[src/rtl/c16_mem_banker_pkg.sv]
// c16_mem_banker_pkg: shared address defaults, bus capture record and ROM-select decode
package c16_mem_banker_pkg;

    localparam logic [15:0] EXP_ADDR_DEF    = 16'hFD16;
    localparam logic [11:0] ROMSEL_BASE_DEF = 12'hFDD;
    localparam logic [7:0]  KERNAL_PAGE_DEF = 8'hFC;

    typedef struct packed {
        logic [15:0] addr;
        logic [7:0]  data;
    } bus_cap_t;

    // The kernal page always sees slot 0 in the high ROM half.
    function automatic logic [3:0] rom_decode(input logic [3:0] latch, input logic kernal);
        return {latch[3:2] & ~{2{kernal}}, latch[1:0]};
    endfunction

endpackage

[src/rtl/c16_bus_strobe.sv]
// c16_bus_strobe: captures the shared bus every CLK28 and emits one write strobe per CPU cycle
module c16_bus_strobe
    import c16_mem_banker_pkg::*;
(
    input  logic        CLK28,
    input  logic        sreset,
    input  logic [15:0] addr,
    input  logic [7:0]  data_in,
    input  logic        rw,
    input  logic        mux,
    output logic        wr_stb,
    output logic [15:0] addr_q,
    output logic [7:0]  data_q
);

    bus_cap_t cap_q;
    logic     rw_q;
    logic     mux_q;

    always_ff @(posedge CLK28) begin
        if (sreset) begin
            cap_q <= '0;
            rw_q  <= 1'b1;
            mux_q <= 1'b0;
        end else begin
            cap_q <= {addr, data_in};
            rw_q  <= rw;
            mux_q <= mux;
        end
    end

    // Rising mux ends the CPU phase; the address/data latched a cycle earlier are the stable ones.
    assign wr_stb = mux & ~mux_q & ~rw_q;
    assign addr_q = cap_q.addr;
    assign data_q = cap_q.data;

endmodule

[src/rtl/c16_mem_banker.sv]
// c16_mem_banker: ROM-select latch and RAM expansion bank register for the C16 motherboard
module c16_mem_banker
    import c16_mem_banker_pkg::*;
#(
    parameter int          BANK_BITS   = 2,
    parameter int          EXP_WINDOW  = 0,
    parameter logic [15:0] EXP_ADDR    = EXP_ADDR_DEF,
    parameter logic [11:0] ROMSEL_BASE = ROMSEL_BASE_DEF,
    parameter logic [7:0]  KERNAL_PAGE = KERNAL_PAGE_DEF
) (
    input  logic        CLK28,
    input  logic        sreset,
    input  logic [15:0] addr,
    input  logic [7:0]  data_in,
    input  logic        rw,
    input  logic        mux,
    input  logic        aec,
    output logic [3:0]  rom_sel,
    output logic [(BANK_BITS > 0 ? BANK_BITS : 1)-1:0] ram_bank,
    output logic [7:0]  exp_data,
    output logic        bank_changed
);

    localparam int BW = BANK_BITS > 0 ? BANK_BITS : 1;
    localparam logic HAS_EXP = BANK_BITS > 0;

    logic          wr_stb;
    logic [15:0]   addr_q;
    logic [7:0]    data_q;
    logic          rom_wr, exp_wr;
    logic [3:0]    rom_sel_q, rom_sel_d;
    logic [BW-1:0] cpu_bank_q, cpu_bank_d;
    logic          ted_follow_q, ted_follow_d;
    logic          bank_changed_q, bank_changed_d;
    logic [7:0]    readback;
    logic          unused_data;

    c16_bus_strobe u_strobe (
        .CLK28   (CLK28),
        .sreset  (sreset),
        .addr    (addr),
        .data_in (data_in),
        .rw      (rw),
        .mux     (mux),
        .wr_stb  (wr_stb),
        .addr_q  (addr_q),
        .data_q  (data_q)
    );

    assign rom_wr      = wr_stb & (addr_q[15:4] == ROMSEL_BASE);
    assign exp_wr      = wr_stb & (addr_q == EXP_ADDR) & HAS_EXP;
    assign unused_data = ^data_q;

    always_comb begin
        rom_sel_d      = rom_wr ? addr_q[3:0] : rom_sel_q;
        cpu_bank_d     = exp_wr ? data_q[BW-1:0] : cpu_bank_q;
        ted_follow_d   = exp_wr ? data_q[7] : ted_follow_q;
        bank_changed_d = exp_wr & (cpu_bank_d != cpu_bank_q);
    end

    always_ff @(posedge CLK28) begin
        if (sreset) begin
            rom_sel_q      <= '0;
            cpu_bank_q     <= '0;
            ted_follow_q   <= 1'b0;
            bank_changed_q <= 1'b0;
        end else begin
            rom_sel_q      <= rom_sel_d;
            cpu_bank_q     <= cpu_bank_d;
            ted_follow_q   <= ted_follow_d;
            bank_changed_q <= bank_changed_d;
        end
    end

    // Bits without a register behind them read back as 1 on the wired-AND data bus.
    always_comb begin
        readback         = {ted_follow_q, 7'h7F};
        readback[BW-1:0] = cpu_bank_q;
    end

    assign rom_sel      = rom_decode(rom_sel_q, addr[15:8] == KERNAL_PAGE);
    assign exp_data     = (rw & (addr == EXP_ADDR) & HAS_EXP) ? readback : 8'hFF;
    assign ram_bank     = (!HAS_EXP || (!aec && !ted_follow_q) ||
                           (EXP_WINDOW == 1 && addr[15:12] == 4'h0)) ? '0 : cpu_bank_q;
    assign bank_changed = bank_changed_q;

endmodule

[config.mk]
export PLATFORM = sky130hd
export DESIGN_NAME = c16_mem_banker
export DESIGN_NICKNAME = d
export VERILOG_FILES = /design/src/rtl/c16_mem_banker_pkg.sv /design/src/rtl/c16_bus_strobe.sv /design/src/rtl/c16_mem_banker.sv
export SDC_FILE = /design/constraint.sdc
export NUM_CORES = 1
export LEC_CHECK = 0
export BUFFER_PORTS_ARGS = -buffer_cell sky130_fd_sc_hd__buf_4
export CAP_MARGIN = 20
export CORE_UTILIZATION = 46
export DETAILED_ROUTE_END_ITERATION = 8
export GPL_TIMING_DRIVEN = 0
export PLACE_DENSITY = 0.87
export SYNTH_ARGS = -nofsm -noshare
export SYNTH_HDL_FRONTEND = slang
export SYNTH_SLANG_ARGS = --single-unit
[constraint.sdc]
create_clock -name CLK28 -period 1.95 [get_ports CLK28]
set_input_delay 0 -clock CLK28 [delete_from_list [all_inputs] [get_ports CLK28]]
set_output_delay 0 -clock CLK28 [all_outputs]
set_load 0.005 [all_outputs]
==> metrics.md <==
| Metric | Value |
|---|---|
| Area fraction of the dominant cell type after synthesis | 49.84% |
| Diodes inserted | 0 |
| Sequential fraction of the synthesis area | 49.84% |
| WL final | 2649 um |
| Worst reg-to-reg path cell count | 5 |
| Hold Crit Depth | 3 |
| Die height | 52.32 um |
| FMAX | 523.9 MHz |
| Maximum number of pins on one net before global-route repair | 11 |
| Predominant post-synthesis flop cell | dfxtp_1 |
| Pwr dens | 629.1 mW/mm^2 |
| Worst hold path type | input pin to output pin |
| Setup crit end kind | register |
| Number of global-route vias before repair | 976 |
| H-Tree Level Count | 2 |
| Placer Congestion | 0.7044 |
| Final setup vio count | 0 |
| Critical Path RT | 2210 ps |
| Post-synth EDFFs | 0 |
| Most instantiated cells after synthesis | dfxtp_1, nor2b_1, nand2b_1 |
| Total CTS buffers | 5 |
| Switching share of power | 24.30% |
| Core ar. | 0.002297 mm^2 |
| Post-synth top area cell | dfxtp_1 |
| Vias per cell | 4.618 |
| Via count | 956 |
| GR Util All Layers | 21.33% |
| Mapped Area | 0.001165 mm^2 |
| Final Cycle Share | 97.89% |
| Critical Setup Path Class | register to register |
| #FFs+latches synth | 29 |
| IO buf count | 33 |
| CTS max path bufs | 2 |
| CP Max Fanout | 4 |
| Worst EP arrival | 2170 ps |
| Leak Pwr | 0.7269 nW |
| Dpl hpwl | 1610 um |
| Peak supply drop | 574.9 uV |
| Post-route cell area | 0.001760 mm^2 |
| Initial antenna violation count | 0 |
| Syn avg cell area | 10.49 um^2 |
| Ys async rst share | 0% |
| Internal power | 0.8383 mW |
| Latest clock arrival within the worst-skew pair | 340 ps |
| Total global routing overflow | 0 |
| Psw | 0.2691 mW |
| First-pass GRT wire length | 3967 um |
| Worst Setup Start Kind | register |
| Main area contributors after synthesis | dfxtp_1, nor2b_1, mux2i_1, nand2b_1, buf_4 |
| Synth unique cells | 26 |
| DRT Pass-1 Iters | 5 |
| Seq pwr share | 56.4% |
| Die W | 52.32 um |
| Layout cells sized above 1 | 34.08% |
| Register area | 580.6 um^2 |
| Max cap viols | 0 |
| Placed cell area | 0.001463 mm^2 |
| Fillcell total | 160 |
| Synthesized instance count | 111 |
| Final-stage net count | 207 |
| Area of the multi-input gates | 545.5 um^2 |
| Area Growth Syn to Fin | 51.13% |
| Wire per inst | 12.80 um |
| Final Hold Fails | 0 |
| Fin util | 76.63% |
| Outcome | finished, final reports clean |
| Row Count | 17 |
| Ports | 44 |
| CTS Sinks | 29 |
| Combinational fraction of design power | 11.9% |
| Starting Density | 50.71% |
| Min Tclk post-route | 1909 ps |
| Total Die Area | 0.002737 mm^2 |
| Root Buffer Master | clkbuf_4 |
| Skew final | 13.38 ps |
| CTS tree | yes |
| Antenna violation net count after detailed routing | 0 |
| Synth warn | 0 |
| Reg clk slew, reported paths | 90 ps |
| First-iteration detailed-routing DRC count | 3 |
| Final setup TNS | 0 ps |
| Total power | 1.107 mW |
| Slew Viols, Final | 0 |
| # DRC | 0 |
| Count leader, synth | dfxtp_1 |
| Clock Power Share | 31.6% |
[path summary, 6_finish.rpt]
kind / from / to / slack [ps]
setup / recovery: u_strobe.mux_q$_SDFF_PP0_ / cpu_bank_q[0]$_SDFF_PP0_ / 40
hold / removal: aec / ram_bank[1] / 300
setup reg to reg: u_strobe.mux_q$_SDFF_PP0_ / cpu_bank_q[0]$_SDFF_PP0_ / 40
hold reg to reg: rom_sel_q[0]$_SDFFE_PP0P_ / rom_sel_q[0]$_SDFFE_PP0P_ / 480
[cell families after synthesis]
kind of cell	count (synthesis)	share of synthesized area [%]
muxes	7	6.015
DFF	29	49.84
and+or+nand+nor	58	34.69
buffers and inverters	11	5.907
AOI/OAI and AO/OA	3	1.718
xor gates and xnor gates	2	1.504
other	1	0.3219
[registers in the layout, indices dropped and copies added, names as in the netlist]
name / cells
bank_changed: 1
u_strobe.mux_q: 1
u_strobe.data_q: 3
cpu_bank_q: 2
u_strobe.addr_q: 16
u_strobe.rw_q: 1
ted_follow_q: 1
rom_sel_q: 4
[layout make-up]
cell class                      instances  share of cell area (%)
Multi-Input combinational cell         75                   30.99
Tap cell                               28                   1.990
Sequential cell                        29                   32.98
Clock buffer                            5                   2.132
Clock inverter                          3                  0.9950
Buffer                                 11                   3.909
Timing Repair Buffer                   56                   27.01
[routing by layer]
layer  global-route usage (%)  vias to the layer above  wire [um]
li1                         -                      485          -
met1                    19.96                      437       1005
met2                    39.66                       29       1487
met3                    7.536                        5        108
met4                    11.40                        0         46
met5                        0                        -          0
[critical path: stages (launching register included)]
cell and delay [ps]:
dfxtp_1 320, or4b_1 580, nor4_4 310, nor4b_4 260
buf_4 190, mux2i_1 180
[what timing repair did]
action                                  4_1_cts  5_1_grt
hold buffers                                 22        0
hold endpoints to repair                     23        0
setup buffers                                 0        1
endpoints found under the setup margin        0        7
gates resized for setup                       0        2
[layout by cell type (no fill, tap or decap), types with 3 or more instances in the layout]
cell type / Yosys / layout
conb_1: 1 / 5
nand3_1: 3 / 3
clkbuf_4: 0 / 5
dlygate4sd3_1: 0 / 22
dfxtp_1: 29 / 29
buf_4: 7 / 41
nor2b_1: 22 / 22
nand2b_1: 11 / 11
clkbuf_1: 3 / 3
or2b_2: 6 / 6
mux2i_1: 7 / 7
[stage by stage]
stage	setup WS, ps	cells	hold slack [ps]
4_1_cts	47.37	206	299.4
3_5_place_dp	64.85	176	200.1
2_1_floorplan	282.5	115	99.36
6_report	41.22	207	297.6
3_3_place_gp	102.1	176	198.3
5_1_grt	-26.88	207	314.8
[power by group through the flow]
stage / registers (mW) / clock network [mW] / logic, mW
after detailed placement: 0.638 / 0 / 0.0921
after global placement: 0.637 / 0 / 0.0895
after CTS: 0.624 / 0.358 / 0.128
final: 0.625 / 0.350 / 0.132
after floorplan: 0.635 / 0 / 0.0456
after global routing: 0.627 / 0.383 / 0.143
(Power assumes the default switching activity.)
